### src/rtl/tcdm_bank_responder.sv
// TCDM bank responder: plain reads/writes, AMOs and LR/SC against one SRAM bank.
// Reads answer one cycle after accept; AMO/SC-hit hold off requests for one extra cycle; response buffer is credit-guarded.
module tcdm_bank_responder #(
    parameter int unsigned DataWidth        = 32,
    parameter int unsigned AddrWidth        = 32,
    parameter int unsigned TCDMAddrMemWidth = 8,
    parameter int unsigned IniAddrWidth     = 4,
    parameter int unsigned CoreIdWidth      = 4,
    parameter int unsigned MetaIdWidth      = 4,
    parameter int unsigned RespDepth        = 2,
    localparam int unsigned BeWidth      = DataWidth / 8,
    localparam int unsigned PayloadWidth = MetaIdWidth + CoreIdWidth + 4 + DataWidth,
    localparam int unsigned ReqWidth     = PayloadWidth + 1 + BeWidth + AddrWidth + IniAddrWidth,
    localparam int unsigned RespWidth    = PayloadWidth + IniAddrWidth
) (
    input  logic                        clk_i,
    input  logic                        rst_ni,
    input  logic                        req_valid_i,
    output logic                        req_ready_o,
    input  logic [ReqWidth-1:0]         req_i,
    output logic                        resp_valid_o,
    input  logic                        resp_ready_i,
    output logic [RespWidth-1:0]        resp_o,
    output logic                        mem_req_o,
    output logic                        mem_we_o,
    output logic [TCDMAddrMemWidth-1:0] mem_addr_o,
    output logic [DataWidth-1:0]        mem_wdata_o,
    output logic [BeWidth-1:0]          mem_be_o,
    input  logic [DataWidth-1:0]        mem_rdata_i
);

    localparam int unsigned CreditWidth = $clog2(RespDepth + 1);
    localparam int unsigned PtrWidth    = $clog2(RespDepth);

    localparam logic [3:0] AmoNone = 4'h0;
    localparam logic [3:0] AmoSwap = 4'h1;
    localparam logic [3:0] AmoAdd  = 4'h2;
    localparam logic [3:0] AmoAnd  = 4'h3;
    localparam logic [3:0] AmoOr   = 4'h4;
    localparam logic [3:0] AmoXor  = 4'h5;
    localparam logic [3:0] AmoMax  = 4'h6;
    localparam logic [3:0] AmoMaxu = 4'h7;
    localparam logic [3:0] AmoMin  = 4'h8;
    localparam logic [3:0] AmoMinu = 4'h9;
    localparam logic [3:0] AmoLr   = 4'hA;
    localparam logic [3:0] AmoSc   = 4'hB;

    typedef struct packed {
        logic [MetaIdWidth-1:0] meta_id;
        logic [CoreIdWidth-1:0] core_id;
        logic [3:0]             amo;
        logic [DataWidth-1:0]   data;
    } payload_t;

    typedef struct packed {
        payload_t                wdata;
        logic                    wen;
        logic [BeWidth-1:0]      be;
        logic [AddrWidth-1:0]    tgt_addr;
        logic [IniAddrWidth-1:0] ini_addr;
    } tcdm_slave_req_t;

    typedef struct packed {
        payload_t                rdata;
        logic [IniAddrWidth-1:0] ini_addr;
    } tcdm_slave_resp_t;

    typedef enum logic {IDLE, AMO_WB} state_e;

    tcdm_slave_req_t  req;
    tcdm_slave_resp_t push_dat;
    state_e           state_q, state_d;

    logic                        init_q;
    logic [3:0]                  amo_op;
    logic                        is_write, is_lr, is_sc, is_amo, sc_match, accept;
    logic [TCDMAddrMemWidth-1:0] req_addr;
    logic [CreditWidth-1:0]      credit_q;
    logic                        consume, pop;

    logic                        wb_sc_q;
    logic [3:0]                  wb_op_q;
    logic [TCDMAddrMemWidth-1:0] wb_addr_q;
    logic [DataWidth-1:0]        wb_data_q;
    logic [BeWidth-1:0]          wb_be_q;
    logic [DataWidth-1:0]        amo_result;

    logic                        pend_vld_q, pend_use_mem_q, pend_sc_fail_q;
    logic [MetaIdWidth-1:0]      pend_meta_q;
    logic [CoreIdWidth-1:0]      pend_core_q;
    logic [3:0]                  pend_amo_q;
    logic [IniAddrWidth-1:0]     pend_ini_q;

    logic                        res_vld_q;
    logic [TCDMAddrMemWidth-1:0] res_addr_q;
    logic [CoreIdWidth-1:0]      res_core_q;
    logic [IniAddrWidth-1:0]     res_ini_q;

    tcdm_slave_resp_t            buf_q [RespDepth];
    logic [PtrWidth-1:0]         rd_ptr_q, wr_ptr_q;
    logic [CreditWidth-1:0]      cnt_q;
    logic                        buf_empty, store, deq;

    logic unused_addr_bits;

    assign req              = req_i;
    assign req_addr         = req.tgt_addr[TCDMAddrMemWidth-1:0];
    assign unused_addr_bits = ^req.tgt_addr[AddrWidth-1:TCDMAddrMemWidth];

    // Unknown AMO codes behave exactly like a plain access.
    assign amo_op   = (req.wdata.amo <= AmoSc) ? req.wdata.amo : AmoNone;
    assign is_write = (amo_op == AmoNone) && req.wen;
    assign is_lr    = (amo_op == AmoLr);
    assign is_sc    = (amo_op == AmoSc);
    assign is_amo   = (amo_op != AmoNone) && !is_lr && !is_sc;
    assign sc_match = res_vld_q && (res_addr_q == req_addr) &&
                      (res_core_q == req.wdata.core_id) && (res_ini_q == req.ini_addr);

    assign req_ready_o = init_q && (state_q == IDLE) && (is_write || (credit_q != '0));
    assign accept      = req_valid_i && req_ready_o;
    assign consume     = accept && !is_write;
    assign pop         = resp_valid_o && resp_ready_i;

    always_comb begin
        amo_result = wb_data_q;
        case (wb_op_q)
            AmoSwap: amo_result = wb_data_q;
            AmoAdd:  amo_result = mem_rdata_i + wb_data_q;
            AmoAnd:  amo_result = mem_rdata_i & wb_data_q;
            AmoOr:   amo_result = mem_rdata_i | wb_data_q;
            AmoXor:  amo_result = mem_rdata_i ^ wb_data_q;
            AmoMax:  amo_result = ($signed(mem_rdata_i) > $signed(wb_data_q)) ? mem_rdata_i : wb_data_q;
            AmoMaxu: amo_result = (mem_rdata_i > wb_data_q) ? mem_rdata_i : wb_data_q;
            AmoMin:  amo_result = ($signed(mem_rdata_i) < $signed(wb_data_q)) ? mem_rdata_i : wb_data_q;
            AmoMinu: amo_result = (mem_rdata_i < wb_data_q) ? mem_rdata_i : wb_data_q;
            default: amo_result = wb_data_q;
        endcase
    end

    always_comb begin
        state_d     = state_q;
        mem_req_o   = 1'b0;
        mem_we_o    = 1'b0;
        mem_addr_o  = req_addr;
        mem_wdata_o = req.wdata.data;
        mem_be_o    = req.be;
        case (state_q)
            IDLE: begin
                if (accept) begin
                    if (is_amo || (is_sc && sc_match)) state_d = AMO_WB;
                    // SC never touches memory at accept: hits write in AMO_WB, misses not at all.
                    if (!is_sc) begin
                        mem_req_o = 1'b1;
                        mem_we_o  = is_write;
                    end
                end
            end
            AMO_WB: begin
                state_d     = IDLE;
                mem_req_o   = 1'b1;
                mem_we_o    = 1'b1;
                mem_addr_o  = wb_addr_q;
                mem_wdata_o = wb_sc_q ? wb_data_q : amo_result;
                mem_be_o    = wb_sc_q ? wb_be_q : '1;
            end
            default: state_d = IDLE;
        endcase
    end

    always_ff @(posedge clk_i or negedge rst_ni) begin
        if (!rst_ni) begin
            state_q  <= IDLE;
            init_q   <= 1'b0;
            credit_q <= CreditWidth'(RespDepth);
        end else begin
            state_q <= state_d;
            init_q  <= 1'b1;
            if (consume && !pop)      credit_q <= credit_q - 1'b1;
            else if (!consume && pop) credit_q <= credit_q + 1'b1;
        end
    end

    always_ff @(posedge clk_i or negedge rst_ni) begin
        if (!rst_ni) begin
            pend_vld_q     <= 1'b0;
            pend_use_mem_q <= 1'b0;
            pend_sc_fail_q <= 1'b0;
            pend_meta_q    <= '0;
            pend_core_q    <= '0;
            pend_amo_q     <= '0;
            pend_ini_q     <= '0;
            wb_sc_q        <= 1'b0;
            wb_op_q        <= AmoNone;
            wb_addr_q      <= '0;
            wb_data_q      <= '0;
            wb_be_q        <= '0;
        end else begin
            pend_vld_q <= consume;
            if (accept) begin
                pend_use_mem_q <= !is_sc;
                pend_sc_fail_q <= !sc_match;
                pend_meta_q    <= req.wdata.meta_id;
                pend_core_q    <= req.wdata.core_id;
                pend_amo_q     <= req.wdata.amo;
                pend_ini_q     <= req.ini_addr;
                wb_sc_q        <= is_sc;
                wb_op_q        <= amo_op;
                wb_addr_q      <= req_addr;
                wb_data_q      <= req.wdata.data;
                wb_be_q        <= req.be;
            end
        end
    end

    always_ff @(posedge clk_i or negedge rst_ni) begin
        if (!rst_ni) begin
            res_vld_q  <= 1'b0;
            res_addr_q <= '0;
            res_core_q <= '0;
            res_ini_q  <= '0;
        end else if (accept && is_lr) begin
            res_vld_q  <= 1'b1;
            res_addr_q <= req_addr;
            res_core_q <= req.wdata.core_id;
            res_ini_q  <= req.ini_addr;
        end else if (accept && is_sc) begin
            res_vld_q <= 1'b0;
        end else if (accept && is_write && (req_addr == res_addr_q)) begin
            res_vld_q <= 1'b0;
        end else if ((state_q == AMO_WB) && !wb_sc_q && (wb_addr_q == res_addr_q)) begin
            res_vld_q <= 1'b0;
        end
    end

    always_comb begin
        push_dat               = '0;
        push_dat.rdata.meta_id = pend_meta_q;
        push_dat.rdata.core_id = pend_core_q;
        push_dat.rdata.amo     = pend_amo_q;
        push_dat.rdata.data    = pend_use_mem_q ? mem_rdata_i : DataWidth'(pend_sc_fail_q);
        push_dat.ini_addr      = pend_ini_q;
    end

    // Empty buffer is bypassed so a response can leave the cycle it is produced.
    assign buf_empty    = (cnt_q == '0);
    assign resp_valid_o = !buf_empty || pend_vld_q;
    assign resp_o       = buf_empty ? push_dat : buf_q[rd_ptr_q];
    assign store        = pend_vld_q && !(buf_empty && resp_ready_i);
    assign deq          = !buf_empty && resp_ready_i;

    always_ff @(posedge clk_i or negedge rst_ni) begin
        if (!rst_ni) begin
            rd_ptr_q <= '0;
            wr_ptr_q <= '0;
            cnt_q    <= '0;
        end else begin
            if (store) wr_ptr_q <= (wr_ptr_q == PtrWidth'(RespDepth - 1)) ? '0 : wr_ptr_q + 1'b1;
            if (deq)   rd_ptr_q <= (rd_ptr_q == PtrWidth'(RespDepth - 1)) ? '0 : rd_ptr_q + 1'b1;
            if (store && !deq)      cnt_q <= cnt_q + 1'b1;
            else if (!store && deq) cnt_q <= cnt_q - 1'b1;
        end
    end

    always_ff @(posedge clk_i) begin
        if (store) buf_q[wr_ptr_q] <= push_dat;
    end

    buf_no_overflow: assert property (@(posedge clk_i) disable iff (!rst_ni)
        !(store && !deq && (cnt_q == CreditWidth'(RespDepth))));

endmodule

### config.mk
export PLATFORM = sky130hd
export DESIGN_NAME = tcdm_bank_responder
export DESIGN_NICKNAME = d
export VERILOG_FILES = /design/src/rtl/tcdm_bank_responder.sv
export SDC_FILE = /design/constraint.sdc
export NUM_CORES = 1
export LEC_CHECK = 0
export BUFFER_PORTS_ARGS = -buffer_cell sky130_fd_sc_hd__buf_4
export CAP_MARGIN = 20
export CORE_UTILIZATION = 62
export DETAILED_ROUTE_END_ITERATION = 8
export PLACE_DENSITY = 0.87
export SETUP_SLACK_MARGIN = 0.15
export SYNTH_ARGS = -nofsm -noshare
export SYNTH_HDL_FRONTEND = slang
export SYNTH_SLANG_ARGS = --single-unit
### constraint.sdc
create_clock -name clk_i -period 8.55 [get_ports clk_i]
set_input_delay 0.4275 -clock clk_i [delete_from_list [all_inputs] [get_ports clk_i]]
set_output_delay 0.4275 -clock clk_i [all_outputs]
set_load 0.05 [all_outputs]
==> key figures, run 1 <==
Synthesis
  • Synth Flop Type: edfxtp_1
  • Syn Area/Cell: 9.188 um^2
  • Post-synth net total: 1652
  • Cell variety after synth: 82
  • Post-Syn Instances: 1429
  • #FFs+latches synth: 189
  • Cell Area, Synth: 13130 um^2
  • Async S/R FF share, synth: 49.21%
  • Synth Warn #: 0
  • Seq/Total Area, Yosys: 39.69%
  • EDFF count, synth: 96

Worst hold path
  • Class of the worst hold path: in2reg

Place
  • GPL Wtd Cong: 0.9559
  • HPWL Detailed: 25430 um
  • Port Buffers: 192

STA
  • Final Max Tran Viols: 0
  • Max frequency: 191.1 MHz
  • RSZ-0062 raised after global routing: no
  • Clock skew: 0.01473 ns
  • Slew @ Worst Pin: 1.142 ns
  • TNS Setup: 0 ns
  • Tmin final: 5.232 ns
  • Rel. slew slack: 23.72%
  • Setup Viol. Count Final: 0
  • Final hold vios: 0
  • Final Cycle Share: 61.20%

Setup path
  • CP Launch Type: flip-flop
  • Crit path max fanout: 30
  • Crit Path Class: reg2out
  • CP Cell Sequence: inv_1 > ha_1 > inv_1 > a21oi_1 > a21boi_0 > o41ai_2 > nand2_1 > nor3_2 > nor3_2 > o2bb2ai_4 > a221oi_2 > a221oi_2 > buf_4
  • Crit-path leading delay family: compound AO/OA/AOI/OAI gates
  • CP max stage cell: o2bb2ai_4
  • Buf/Inv on CP: 3
  • Required time of the critical path: 8.12 ns
  • Worst Setup End Kind: output port
  • Crit path largest cell delay: 0.92 ns
  • Worst Path Arrival: 4.80 ns

Floorplanning
  • Io pins: 217
  • Die Y-Extent: 147.5 um
  • Core region area: 20490 um^2
  • FP Rows: 52
  • Starting Density: 64.07%
  • Die area: 21760 um^2
  • Die X: 147.5 um

Detailed routing
  • Detailed Route WL: 36960 um
  • Initial DRC Count: 1254
  • Via count: 11760
  • DRC viols: 0
  • DR pass1 iterations: 6
  • Detail Route Antenna Nets: 0
  • Drt via density: 6.345
  • Drt wl/cell: 19.95 um

Final layout
  • Share of cells above drive strength 1: 20.48%
  • Area Overhead vs Synth: 17.05%
  • Final #Nets: 1792
  • Most common cell after layout, fill and taps aside: nand2_1
  • Most frequent cells in the layout: nand2_1, buf_4, o21ai_0, ha_1, edfxtp_1

Pwr
  • LEAKAGE: 0.006795 uW
  • Power per cell area: 361.8 nW/um^2
  • Maximum vdd drop: 0.2209 mV
  • Total power: 5560 uW

Clocking
  • Postcts setup bufs: 0
  • Clock sink count: 189
  • Clock latency on the worst-skew pair: 0.46 ns
  • Worst-case clock buffer depth: 2
  • H-Tree Depth: 4
  • Resized Gates After CTS: 0
  • CTS tree: built
  • CTS Buf Count: 17
  • CTS root buf: clkbuf_16
  • Clock transition at path regs: 0.09 ns

Global routing
  • Initial antenna violation count: 1
  • Largest net degree at the start of global routing: 102
  • First-pass GRT wire length: 58650 um
  • Tot GR Track Use: 34.41%
  • Vias in the first global route: 11190
  • GRT Residual Overflow: 0

Status
  • Status: complete, no violations

Job
  • Max-Cap Viols: 0
-- worst min-delay path: cells and delay by family --
kind / cells / cell delay (ns)
and+or+nand+nor: 2 / 0.10
buffers and inverters: 1 / 0.08
-- cell families after synthesis --
logic type,count (synthesis),share of synthesized area (%)
multiplexers,74,5.889
buffers and inverters,181,5.698
AND/OR/NAND/NOR,450,16.12
AO/OA/AOI/OAI,390,19.99
other,1,0.02856
flip-flops,189,39.69
adder cells (fa/ha/maj),102,9.777
XOR/XNOR,42,2.802
-- state kept, by name, summed over array words and instances, names as in the netlist, 2 cells and up --
signal       cells
credit_q         2
buf_q           96
pend_core_q      4
pend_amo_q       4
res_addr_q       8
res_ini_q        4
wb_data_q       32
wb_op_q          4
pend_meta_q      4
cnt_q            2
wb_addr_q        8
wb_be_q          4
pend_ini_q       4
res_core_q       4
-- worst paths after layout --
kind                               start         endpoint  slack (ns)  cells after the start
max                        wb_data_q[11]  mem_wdata_o[28]        3.32                     13
max in group asynchronous         rst_ni         rd_ptr_q        6.84                      3
min                            req_i[81]   pend_meta_q[0]        0.17                      3
min in group asynchronous         rst_ni    wb_data_q[17]        0.48                      2
min reg2reg                   wb_be_q[0]       wb_be_q[0]        0.49                      2
max reg2reg                      state_q        res_vld_q        5.58                      6
-- cell usage after synthesis (7+ instances only) --
master / count / area, um^2
a21o_1: 18 / 135.1
dfrtp_1: 92 / 2302
nor3_1: 18 / 90.09
mux2i_1: 48 / 480.5
buf_1: 7 / 26.28
xor2_1: 15 / 131.4
nor2_1: 88 / 330.3
mux2_2: 26 / 292.8
o31ai_1: 8 / 60.06
o211ai_1: 23 / 172.7
edfxtp_1: 96 / 2883
a22oi_1: 18 / 135.1
buf_2: 10 / 50.05
o21ai_0: 131 / 655.6
a2111oi_0: 8 / 70.07
nand2_1: 208 / 780.8
nand3_1: 25 / 125.1
and2_1: 35 / 219.0
nand4_1: 13 / 81.33
o22ai_1: 18 / 112.6
a211oi_1: 9 / 67.56
ha_1: 101 / 1264
nor4_1: 12 / 75.07
a21oi_1: 75 / 375.4
inv_1: 90 / 337.8
nor2b_1: 10 / 62.56
xnor2_1: 27 / 236.5
a221oi_1: 17 / 148.9
a221oi_2: 14 / 210.2
clkbuf_1: 63 / 236.5
-- repair_timing --
action,in CTS,in global routing
hold buffers,1,0
setup endpoints to repair,0,0
endpoints found under the hold margin,38,0
-- cell type report --
class | count | area (um^2)
antenna | 1 | 2.502
clock buffer | 17 | 425.4
clock inverter | 15 | 226.5
fill | 1462 | 5126
inverter | 92 | 345.3
multi-input combinational | 1059 | 7206
sequential | 189 | 5214
tap | 270 | 337.8
timing repair buffer | 210 | 1612
-- metrics by stage --
step / utilization (%) / setup WS [ns] / hold slack (ns) / cells / area (um^2)
final: 74.99 / 3.318 / 0.1678 / 1853 / 15370
after global routing: 74.98 / 3.102 / 0.1644 / 1852 / 15370
after CTS: 74.84 / 3.445 / 0.1576 / 1851 / 15340
after detailed placement: 71.61 / 3.778 / 0.4322 / 1818 / 14680
after global placement: 71.51 / 3.907 / 0.4258 / 1817 / 14660
after floorplan: - / 4.441 / 0.1319 / 1429 / 13130
-- power breakdown --
part	switching (uW)	leakage, uW	internal, uW
sequential	243	0.00204	1220
combinational	2190	0.00444	1040
clock	454	0.000314	417
-- per-layer routing --
| layer | up-vias | track usage, % | share of wire (%) |
|---|---|---|---|
| met5 | - | 0 | 0 |
| met4 | 0 | 14.54 | 3.6 |
| met3 | 100 | 6.451 | 9.7 |
| met2 | 673 | 53.63 | 47 |
| met1 | 5586 | 47.21 | 40 |
| li1 | 5399 | - | - |
Power figures use the tool's default switching activity.
==> inputs of run 2 (changes only) <==
--- a/config.mk
+++ b/config.mk
@@ -7,9 +7,9 @@
 export LEC_CHECK = 0
 export BUFFER_PORTS_ARGS = -buffer_cell sky130_fd_sc_hd__buf_4
 export CAP_MARGIN = 20
-export CORE_UTILIZATION = 62
+export CORE_UTILIZATION = 52
 export DETAILED_ROUTE_END_ITERATION = 8
-export PLACE_DENSITY = 0.87
+export PLACE_DENSITY = 0.77
 export SETUP_SLACK_MARGIN = 0.15
 export SYNTH_ARGS = -nofsm -noshare
 export SYNTH_HDL_FRONTEND = slang
==> constraint.sdc (replaced) <==
create_clock -name clk_i -period 4.3 [get_ports clk_i]
set_input_delay 0.215 -clock clk_i [delete_from_list [all_inputs] [get_ports clk_i]]
set_output_delay 0.215 -clock clk_i [all_outputs]
set_load 0.05 [all_outputs]
==> run 2 against run 1 <==
Against the previous run:
- clock skew is 0.0024 ns higher
- utilization is 8.1 points lower
- count of clock-buffer cells in the layout stayed put
- worst hold slack worse by 0.16 ns
- register-to-register slack worse by 4.0 ns
- sequential power is 98% higher
- routed wire length is 4.0% higher
- via count is 1.4% higher
- die area is 19% higher
- worst setup slack worse by 3.2 ns
- global-route usage is 5.0 points lower
- first-iteration DRC count is 17% lower
- largest cell class unchanged
- highest routed layer unchanged
==> key figures, run 2 (same netlist as run 1, synthesis figures left out) <==
Status
  • Status: complete, no violations

STA
  • Clock skew: 0.01712 ns (+0.002386 ns)
  • Slew @ Worst Pin: 0.9995 ns (-0.1429 ns)
  • Rel. slew slack: 33.37% (+9.6 points)
  • Final Max Tran Viols: 0 (unchanged)
  • Setup Viol. Count Final: 0 (unchanged)
  • Final hold vios: 0 (unchanged)
  • Tmin final: 4.152 ns
  • Max frequency: 240.9 MHz
  • Final Cycle Share: 96.55%
  • RSZ-0062 raised after global routing: yes

Pwr
  • LEAKAGE: 0.007171 uW (+5.5%)
  • Maximum vdd drop: 0.4936 mV (+120%)
  • Power per cell area: 698.9 nW/um^2 (+93%)

Place
  • Placed inst area: 14860 um^2 (+1.2%)
  • Port Buffers: 192 (unchanged)
  • HPWL Detailed: 26240 um (+3.2%)
  • GPL Wtd Cong: 0.9567 (about the same)
  • Dpl cells: 1889 (+3.9%)

Final layout
  • Area Overhead vs Synth: 25.03%
  • Design Area, Final: 16420 um^2 (+6.8%)
  • Final core utilization: 66.92% (-8.1 points)
  • Final #Nets: 1872 (+4.5%)
  • Regs by FF count: buf_q x96, wb_data_q x32
  • Number of diodes: 0 (-1)
  • Finished Layout Cells: 1986 (+7.2%)
  • Share of cells above drive strength 1: 23.65% (+3.2 points)
  • Most common cell after layout, fill and taps aside: buf_4
  • Largest register FFs: 96 (unchanged)
  • Most frequent cells in the layout: buf_4, nand2_1, o21ai_0, edfxtp_1, inv_1
  • Largest Register: buf_q

Global routing
  • Vias in the first global route: 11230 (+0.35%)
  • Largest net degree at the start of global routing: 98 (-3.9%)
  • Tot GR Track Use: 29.42% (-5.0 points)
  • Initial antenna violation count: 1 (unchanged)
  • GRT Residual Overflow: 0 (unchanged)
  • First-pass GRT wire length: 59530 um (+1.5%)

Detailed routing
  • Via count: 11930 (+1.4%)
  • Initial DRC Count: 1044 (-17%)
  • Detail Route Antenna Nets: 0 (unchanged)
  • DR pass1 iterations: 6 (unchanged)
  • Drt via density: 6.005 (-5.4%)
  • Detailed Route WL: 38440 um (+4.0%)
  • Drt wl/cell: 19.36 um (-3.0%)
  • DRC viols: 0 (unchanged)

Setup path
  • Critical path endpoint: mem_wdata_o[11]
  • Reg2Reg Setup Slack: 1.55 ns (-4.03 ns)
  • Required time of the critical path: 4.09 ns (-4.03 ns)
  • CP Cell Sequence: inv_1 > ha_2 > inv_1 > a21oi_1 > o31ai_1 > o41ai_2 > and2_2 > a2111oi_0 > o31ai_1 > nand4_1 > a22oi_1 > o221ai_1 > buf_4
  • Crit path max fanout: 6 (-80%)
  • Worst Path Arrival: 3.94 ns (-0.86 ns)
  • Crit path launch: wb_data_q[13]
  • Worst Setup End Kind: output port
  • CP max stage cell: a2111oi_0
  • R2R depth: 6 (unchanged)
  • Worst R2R Start: state_q
  • Crit path largest cell delay: 0.57 ns (-0.35 ns)
  • Crit Path Class: reg2out
  • CP Launch Type: flip-flop
  • Worst r2r dst: res_addr_q[2]

Floorplanning
  • Core region area: 24530 um^2 (+20%)
  • Die X: 160.9 um (+9.1%)
  • FP Rows: 57 (+9.6%)
  • Die Y-Extent: 160.9 um (+9.1%)
  • Starting Density: 53.52% (-11 points)
  • Die area: 25890 um^2 (+19%)
  • Io pins: 217 (unchanged)

Job
  • Max-Cap Viols: 0 (unchanged)

Clocking
  • CTS root buf: clkbuf_16
  • CTS tree: built
  • Clock transition at path regs: 0.09 ns (about the same)
  • Worst-case clock buffer depth: 2 (unchanged)
  • CTS Buf Count: 17 (unchanged)
  • Clock sink count: 189 (unchanged)
  • H-Tree Depth: 4 (unchanged)
  • Clock latency on the worst-skew pair: 0.45 ns (about the same)

Worst hold path
  • Hold Path Depth: 3 (unchanged)
  • Class of the worst hold path: in2reg
[run 2: cell types whose count changed in the layout (fill, tap and decap cells not counted), sizes merged]
cell         change
dlygate4sd3     +51
buf             +27
and2             +1
diode            -1
nand2            +1
[run 2: timing repair]
item | 4_1_cts | 5_1_grt
resized for setup | 10 | 47
pin swaps | 2 | 13
hold buffers | 52 | 0
gates cloned | 0 | 2
endpoints found under the setup margin | 31 | 32
buffers inserted | 3 | 8
endpoints found under the hold margin | 117 | 0
[run 2: worst min-delay path by stage]
stage	from	endpoint	slack [ns]
CTS	req_i[42]	wb_data_q[1]	0.004
detailed placement	rst_ni	wb_data_q[15]	0.41
global placement	rst_ni	wb_data_q[15]	0.40
finish	req_i[42]	wb_data_q[1]	0.007
global route	req_i[2]	pend_ini_q[2]	0.007
floorplan	rst_ni	cnt_q[0]	-0.08
[run 2: metal layers]
layer	GRT usage (%)	routed length, um
met1	41.52	16340
met2	45.67	17620
met3	4.081	3223
met4	11.62	1264
met5	0	0
[run 2: where the power goes]
group          total (uW)  internal (uW)  switching (uW)
clock network        1750            833             915
logic                6830           2310            4520
registers            2890           2420             470
[run 2: layout make-up]
type | instances | area (um^2)
Fill cell | 1925 | 8117
Timing Repair Buffer | 288 | 2292
Multi-Input combinational cell | 1061 | 7502
Clock inverter | 15 | 231.5
Tap cell | 324 | 405.4
Clock buffer | 17 | 425.4
Sequential cell | 189 | 5215
Inverter | 92 | 345.3
[run 2: metrics by stage]
stage | setup slack [ns] | setup TNS, ns | power [uW] | hold WS (ns)
floorplan | 0.4279 | 0 | 7491 | -0.08059
global placement | 0.4037 | 0 | 9142 | 0.3955
detailed placement | 0.3704 | 0 | 9273 | 0.4063
CTS | 0.1222 | 0 | 11130 | 0.003551
global route | -0.04656 | -0.04656 | 12130 | 0.006586
finish | 0.1482 | 0 | 11470 | 0.007234
[run 2: critical path, delay by kind of cell (launching register included)]
family / cells / cell delay (ns)
and+or+nand+nor: 2 / 0.38
buffers and inverters: 3 / 0.50
AOI/OAI and AO/OA: 7 / 1.85
adders and majority gates: 1 / 0.33
DFF: 1 / 0.42
